===== src/rtl/mult_ctrl_pkg.sv =====
// Shared types for the shift-add multiplier controller: the FSM state encoding
// and the default number of multiplier bits.
package mult_ctrl_pkg;

  typedef enum logic [1:0] {
    IDLE  = 2'd0,
    ADD   = 2'd1,
    SHIFT = 2'd2,
    DONE  = 2'd3
  } state_t;

  localparam int DEFAULT_N = 4;

endpackage


===== src/rtl/mult_controller_if.sv =====
// Controller <-> datapath/requester bundle for the shift-add multiplier.
interface mult_controller_if;

  // Handshake: adx is a level start request, sampled only while the controller
  // is idle. Once accepted, the operation runs to completion regardless of adx.
  // The controller then raises done for one cycle, or holds it while adx stays
  // high when MULT_CTRL_DONE_HOLD_EN is defined. m is the datapath multiplier
  // LSB and is consulted only in ADD. sh and add are single-cycle datapath
  // strobes and are mutually exclusive.
  logic adx;
  logic m;
  logic sh;
  logic add;
  logic done;

  modport master (output adx, output m, input sh, input add, input done);
  modport slave  (input adx, input m, output sh, output add, output done);

endinterface


===== src/rtl/mult_ctrl_cnt.sv =====
// Shift counter for the multiplier controller: counts completed shifts from 0
// to N and flags when the next increment reaches N.
module mult_ctrl_cnt
  import mult_ctrl_pkg::*;
#(
  parameter int N = DEFAULT_N
) (
  input  logic clk_in,
  input  logic rst_in,
  input  logic clr,
  input  logic inc,
  output logic last
);

  localparam int CW = $clog2(N + 1);

  logic [CW-1:0] cnt;

  always_ff @(posedge clk_in or negedge rst_in) begin
    if (!rst_in) begin
      cnt <= '0;
    end else if (clr) begin
      cnt <= '0;
    end else if (inc) begin
      cnt <= cnt + CW'(1);
    end
  end

  // The FSM tests this together with inc, so it names the shift that completes N.
  assign last = (cnt == CW'(N - 1));

endmodule


===== src/rtl/mult_controller.sv =====
// Shift-add multiplier controller FSM (IDLE/ADD/SHIFT/DONE).
// Optional MULT_CTRL_DONE_HOLD_EN: hold done while adx stays high.
module mult_controller
  import mult_ctrl_pkg::*;
#(
  parameter int N = DEFAULT_N
) (
  input  logic               clk_in,
  input  logic               rst_in,
  mult_controller_if.slave   bus,
  output state_t             state
);

  state_t next;
  logic   clr;
  logic   inc;
  logic   last;

  mult_ctrl_cnt #(.N(N)) u_cnt (
    .clk_in (clk_in),
    .rst_in (rst_in),
    .clr    (clr),
    .inc    (inc),
    .last   (last)
  );

  always_ff @(posedge clk_in or negedge rst_in) begin
    if (!rst_in) begin
      state <= IDLE;
    end else begin
      state <= next;
    end
  end

  always_comb begin
    next = state;
    unique case (state)
      IDLE:    if (bus.adx) next = ADD;
      ADD:     if (bus.m) next = SHIFT;
               else       next = last ? DONE : ADD;
      SHIFT:   next = last ? DONE : ADD;
`ifdef MULT_CTRL_DONE_HOLD_EN
      DONE:    next = bus.adx ? DONE : IDLE;
`else
      DONE:    next = IDLE;
`endif
      default: next = IDLE;
    endcase
  end

  // add/sh in ADD follow m combinationally; everything else decodes from state.
  always_comb begin
    bus.sh   = 1'b0;
    bus.add  = 1'b0;
    bus.done = 1'b0;
    clr      = 1'b0;
    inc      = 1'b0;
    unique case (state)
      IDLE:    clr = bus.adx;
      ADD: begin
        bus.add = bus.m;
        bus.sh  = ~bus.m;
        inc     = ~bus.m;
      end
      SHIFT: begin
        bus.sh = 1'b1;
        inc    = 1'b1;
      end
      DONE:    bus.done = 1'b1;
      default: ;
    endcase
  end

endmodule


===== src/flat_wrapper.sv =====
// flat-port wrapper written by rule: the top's interface ports become plain ports
module mult_controller_flat import mult_ctrl_pkg::*;
#(
  parameter int N = DEFAULT_N
)
  (clk_in, rst_in, state, bus_adx, bus_m, bus_sh, bus_add, bus_done);
  mult_controller_if bus_i ();
  input  logic clk_in;
  input  logic rst_in;
  output state_t state;
  input wire logic [$bits(bus_i.adx)-1:0] bus_adx;
  input wire logic [$bits(bus_i.m)-1:0] bus_m;
  output wire logic [$bits(bus_i.sh)-1:0] bus_sh;
  output wire logic [$bits(bus_i.add)-1:0] bus_add;
  output wire logic [$bits(bus_i.done)-1:0] bus_done;
  assign bus_i.adx = bus_adx;
  assign bus_i.m = bus_m;
  assign bus_sh = bus_i.sh;
  assign bus_add = bus_i.add;
  assign bus_done = bus_i.done;
  mult_controller #(.N(N)) u_core (.clk_in(clk_in), .rst_in(rst_in), .bus(bus_i), .state(state));
endmodule

===== config.mk =====
export PLATFORM = sky130hd
export DESIGN_NAME = mult_controller_flat
export DESIGN_NICKNAME = d
export VERILOG_FILES = /design/src/rtl/mult_ctrl_pkg.sv /design/src/rtl/mult_controller_if.sv /design/src/rtl/mult_ctrl_cnt.sv /design/src/rtl/mult_controller.sv /design/src/flat_wrapper.sv
export SDC_FILE = /design/constraint.sdc
export NUM_CORES = 1
export LEC_CHECK = 0
export BUFFER_PORTS_ARGS = -buffer_cell sky130_fd_sc_hd__buf_2
export CORE_AREA = 2 2 39 41
export DETAILED_ROUTE_END_ITERATION = 10
export DIE_AREA = 0 0 41 43
export GPL_ROUTABILITY_DRIVEN = 0
export PLACE_DENSITY = 0.55
export SLEW_MARGIN = 20
export SYNTH_ARGS = -nofsm -noshare
export SYNTH_HDL_FRONTEND = slang
export SYNTH_HIERARCHICAL = 1
export SYNTH_SLANG_ARGS = --single-unit

===== constraint.sdc =====
create_clock -name clk_in -period 4.2 [get_ports clk_in]
set_input_delay 0.84 -clock clk_in [delete_from_list [all_inputs] [get_ports clk_in]]
set_output_delay 0.84 -clock clk_in [all_outputs]
set_load 0.01 [all_outputs]

# Word-level counts from Yosys, hierarchy flattened
# Cells that the tools add are included.
[classes] order_cmp=0 bitwise_logic=1 n_div=0 reduce_logical=2 n_mul=0 addsub=1 n_mux=10 eq_ne=5 shift=0
[op_table] op="2-bit case mux with 4 select lines" count=1
[op_table] op="2-bit two-way mux" count=3
[op_table] op="3-bit two-way mux" count=2
[op_table] op="2-bit == test, second input constant" count=2
[op_table] op="3-bit by 1-bit adder with 3-bit output, second input constant" count=1
[op_table] op="3-bit by 2-bit == test with 1-bit output, second input constant" count=1
[op_table] op="1-bit two-way mux" count=3
[op_table] op="2-bit by 1-bit == test with 1-bit output, second input constant" count=1
[op_table] op="2-bit logical NOT" count=1
[op_table] op="2-bit != test, second input constant" count=1
[op_table] op="1-bit case mux with 2 select lines" count=1
[op_table] op="2-bit nonzero test" count=1
[op_table] op="1-bit inverter" count=1
[word_totals] register_bits=5 ramBits=0 out_inout_bits=5 memories=0 word_cells=21 latch_bits=0 input_bits=4 rom_bits=0

# Logic depth before layout (Yosys ltp)
[logic_depth] ltp_word=4 mapped_depth=6 mapped_depth_nobuf=6

# By module
# Netlist, hierarchy kept.
[modules_own_cells] mod="mult_controller" seq_area_each_um2=50.0 n_inst=1 area_per_inst_um2=217.7 cells_per_inst=21
[modules_own_cells] mod="mult_ctrl_cnt" seq_area_each_um2=75.1 n_inst=1 area_per_inst_um2=141.4 cells_per_inst=12

# Worst setup path before layout
# No wires, ideal clock.
[synth_timing] path_kind="input port to output port" startpoint="input bus_m" endpoint="output bus_sh" required_ps=3360 n_path_buf=0 stages=2 arrival_ps=1219 path_slack_ps=2141 path_cell_list="nor2b_1 -> o21a_1"
[synth_between] elab_chain_len=2
[synth_lines] item="start, declared" line="flat_wrapper.sv:12" text="input wire logic [$bits(bus_i.m)-1:0] bus_m;"
[synth_lines] item="1-bit inverter" line="mult_controller.sv:62" text="bus.sh = ~bus.m;"
[synth_lines] item="1-bit case mux with 2 select lines" line="mult_controller.sv:58" text="unique case (state)"
[synth_lines] item="end, declared" line="flat_wrapper.sv:13" text="output wire logic [$bits(bus_i.sh)-1:0] bus_sh;"
# Every way passes these cells.

# Final worst setup path
[layout_timing] startpoint="register u_core.state[1]" endpoint="output bus_sh"
[layout_between] elab_chain_len=2 word_cells_on_any_way=3 cone_classes="2 x eq/ne; 1 x mux"
[layout_lines] item="start, declared" line="mult_controller.sv:11" text="output state_t state"
[layout_lines] item="start signal, assigned" line="mult_controller.sv:31" text="state <= next;"
[layout_lines] item="2-bit == test or 2-bit by 1-bit == test with 1-bit output (tied branches)" line="mult_controller.sv:58"
[layout_lines] item="1-bit case mux with 2 select lines (*)" line="mult_controller.sv:58"
# Every way passes the cells marked *; elsewhere a longest branch is shown, timed or not.

==> metrics.csv <==
stage;metric;value;unit
worst_setup_path;Critical Path Fanout Max;5;
worst_setup_path;Worst path slowest cell;dfrtp_1;
clocking;clock-pin slew on the worst setup and hold paths;0.04;ns
global_routing;met1 Use GR;10.56;%
routing;vias per cell;4.410;
timing;RSZ-0062 raised after global routing;false;
die;Top-Level Pins;9;
routing;via count;269;
finish;Layout Area Growth over Synthesis;24.04;%
outcome;status;finished, final reports clean;
worst_setup_path;CP bufs+invs;2;
global_routing;Global Route Usage Sum;9.312;%
timing;final setup fails;0;
logic_synthesis;cell taking the most area after synthesis;dfrtp_1;
worst_setup_path;Startpoint Class;register;
timing;Slew headroom;82.86;%
logic_synthesis;synthesized cell area;359.1;um^2
die;Starting Density;25.95;%
logic_synthesis;Synth Area in Simple Gates;15.68;%
logic_synthesis;largest family of logic cells by synthesized area;adder cells;
logic_synthesis;asr flop ratio synth;100.0;%
finish;# nets final;58;
global_routing;total gr overflow;0;
timing;Worst Max-Slew Pin Slew;0.2543;ns
place;DP HPWL;550.1;um
timing;min cycle time layout;2.415;ns
logic_synthesis;most common cell in the netlist;ha_1;
routing;Post-DRT Antenna Nets;0;
clocking;Skew-Pair Late Insertion Delay;0.23;ns
global_routing;M3 GR Usage;3.141;%
logic_synthesis;mean area per synthesized cell;10.88;um^2
clocking;root buffer cell;clkbuf_4;
place;Placed Instance Area;419.2;um^2
power_and_ir_drop;VDD IR max;352.9;uV
power_and_ir_drop;power density of the placed cells;712.2;nW/um^2
logic_synthesis;most frequent cells after synthesis;ha_1 (8), dfrtp_1 (5), nor2_1 (4);
logic_synthesis;flops & latches, synth;5;
clocking;H-tree depth;1;
logic_synthesis;Netlist cell types;15;
worst_setup_path;reg2reg setup slack;2.59;ns
logic_synthesis;Adder-Cell Fraction of Synth Area;27.87;%
logic_synthesis;synth warn;6;
timing;final worst path period share;57.51;%
die;core area;1384;um^2
power_and_ir_drop;clock share of power;16.7;%
timing;Hold Fails Final Rpt;0;
logic_synthesis;Synth Area in Compound Gates;13.24;%
finish;Final Core Density;32.19;%
place;Place WS;1.839;ns
global_routing;met2 usage;14.06;%
worst_setup_path;Data arrival, critical path;1.58;ns
clocking;Setup Buffers After CTS;0;
hold_path;Min-Delay Path Class;in2async;
power_and_ir_drop;Reg power frac;29.4;%
flow_run;max-cap viol count;0;
logic_synthesis;EDFF count, synth;0;
routing;drt drc;0;
global_routing;largest net degree at the start of global routing;7;
routing;Pre-Repair DR Iteration Count;2;
die;num rows;14;
timing;final setup margin;1.785;ns
power_and_ir_drop;combinational share of power;53.8;%
routing;1st-iter DRT viols;2;
worst_setup_path;CP endpoint kind;primary output;
logic_synthesis;sequential share of the synthesized area;34.84;%
global_routing;antenna violations before repair;0;
clocking;post-cts resize count;0;
finish;n_diodes;0;
worst_setup_path;Crit Path Category;reg2out;
place;port bufs;8;
logic_synthesis;Synth Flop Type;dfrtp_1;
routing;wire per inst;10.75;um
clocking;Num CTS Buffers;3;
power_and_ir_drop;Pleak;0.0002278;uW
logic_synthesis;Gate Count Post-Synth;33;
timing;setup TNS;0;ns
timing;Max Clock Skew;0.003516;ns
global_routing;number of global-route vias before repair;273;
finish;layout cells sized above 1;26.67;%
worst_setup_path;Largest stage delay, worst path;0.43;ns
worst_setup_path;CP delay by family, top;flip-flops;
die;Die H;43;um
global_routing;grt peak-use layer;met2;
logic_synthesis;syn nets;45;
die;Die W;41;um
routing;total wire length;656;um
logic_synthesis;xor/xnor cell area share of the yosys netlist;2.439;%
die;Die Area;1763;um^2
logic_synthesis;mux share of post-synthesis cell area;2.787;%
power_and_ir_drop;sw frac;40.93;%
logic_synthesis;Synth top area share;34.84;%
timing;fin. max-slew vios;0;
worst_setup_path;CP cell instances;inv_1, ha_1, nor2b_1, o21a_1, buf_2;
clocking;CTS tree;yes;
power_and_ir_drop;Internal;187.4;uW
logic_synthesis;top post-synthesis cells by area;dfrtp_1 (35%), ha_1 (28%), o41ai_2 (4.5%);
finish;Final Instance Area;445.4;um^2
clocking;CTS sink count;5;
clocking;Longest Clk Path Bufs;2;
timing;FMAX;0.4140;GHz
timing;Worst Hold Slack;0.4089;ns
worst_setup_path;worst endpoint required time;3.36;ns
power_and_ir_drop;Switch Pwr;129.8;uW
global_routing;global-route wire length before repair;1.083;mm
clocking;CTS Hold Bufs;0;
==> stage by stage <==
step | cells | power [uW]
global placement | 57 | 266.5
floorplan | 33 | 215.1
finish | 61 | 317.2
global route | 61 | 350.8
detailed placement | 57 | 269.2
CTS | 61 | 326.7
==> per-layer routing <==
layer | routed length, um | vias to the layer above
li1 | - | 137
met1 | 311 | 127
met2 | 324 | 5
met3 | 20 | 0
met4 | 0 | 0
met5 | 0 | -
==> sequential cells by signal, indices dropped and copies added (netlist names) <==
| register | cells |
|---|---|
| u_core/state | 2 |
| u_core/u_cnt/cnt | 3 |
==> kinds of logic after synthesis <==
kind of cell,count (synthesis)
buf+inv,3
fa+ha+maj,8
mux,1
xor+xnor,1
compound gates,5
simple gates,10
flops,5
==> path summary, 6_finish.rpt <==
path	cells past startpoint	end	from
worst max-delay path	5	bus_sh	u_core/state[1]
worst min-delay path	1	u_core/state[1]	rst_in
worst max register to register	6	u_core/u_cnt/cnt[2]	u_core/state[1]
worst min register to register	2	u_core/u_cnt/cnt[1]	u_core/u_cnt/cnt[1]
max in group asynchronous	1	u_core/u_cnt/cnt[1]	rst_in
min in group clk_in	2	u_core/u_cnt/cnt[1]	u_core/u_cnt/cnt[1]
==> area by class of cell <==
cell class                 count  area [um^2]
inverter                       3        11.26
fill                         148        938.4
clock buffer                   4        26.28
multi-input combinational     25        222.7
timing repair buffer           8        40.04
tap                           16        20.02
sequential                     5        125.1
==> power groups by stage <==
stage	Combinational, uW	Sequential, uW	Clock, uW
floorplan	121	93.9	0
global placement	172	94.1	0
detailed placement	175	94.7	0
CTS	176	94.1	56.7
global route	196	96.9	58.1
finish	171	93.4	53.1
==> layout by cell type, fill, tap and decap left out, drive strengths merged <==
cell type  instances
buf                8
ha                 8
dfrtp              5
nor2               4
clkbuf             4
inv                3
nor2b              2
and2               2
o21a               1
or3b               1
o41a               1
a21oi              1
nand3b             1
o41ai              1
xnor2              1
mux2i              1
a211oi             1
(Power assumes the default switching activity.)
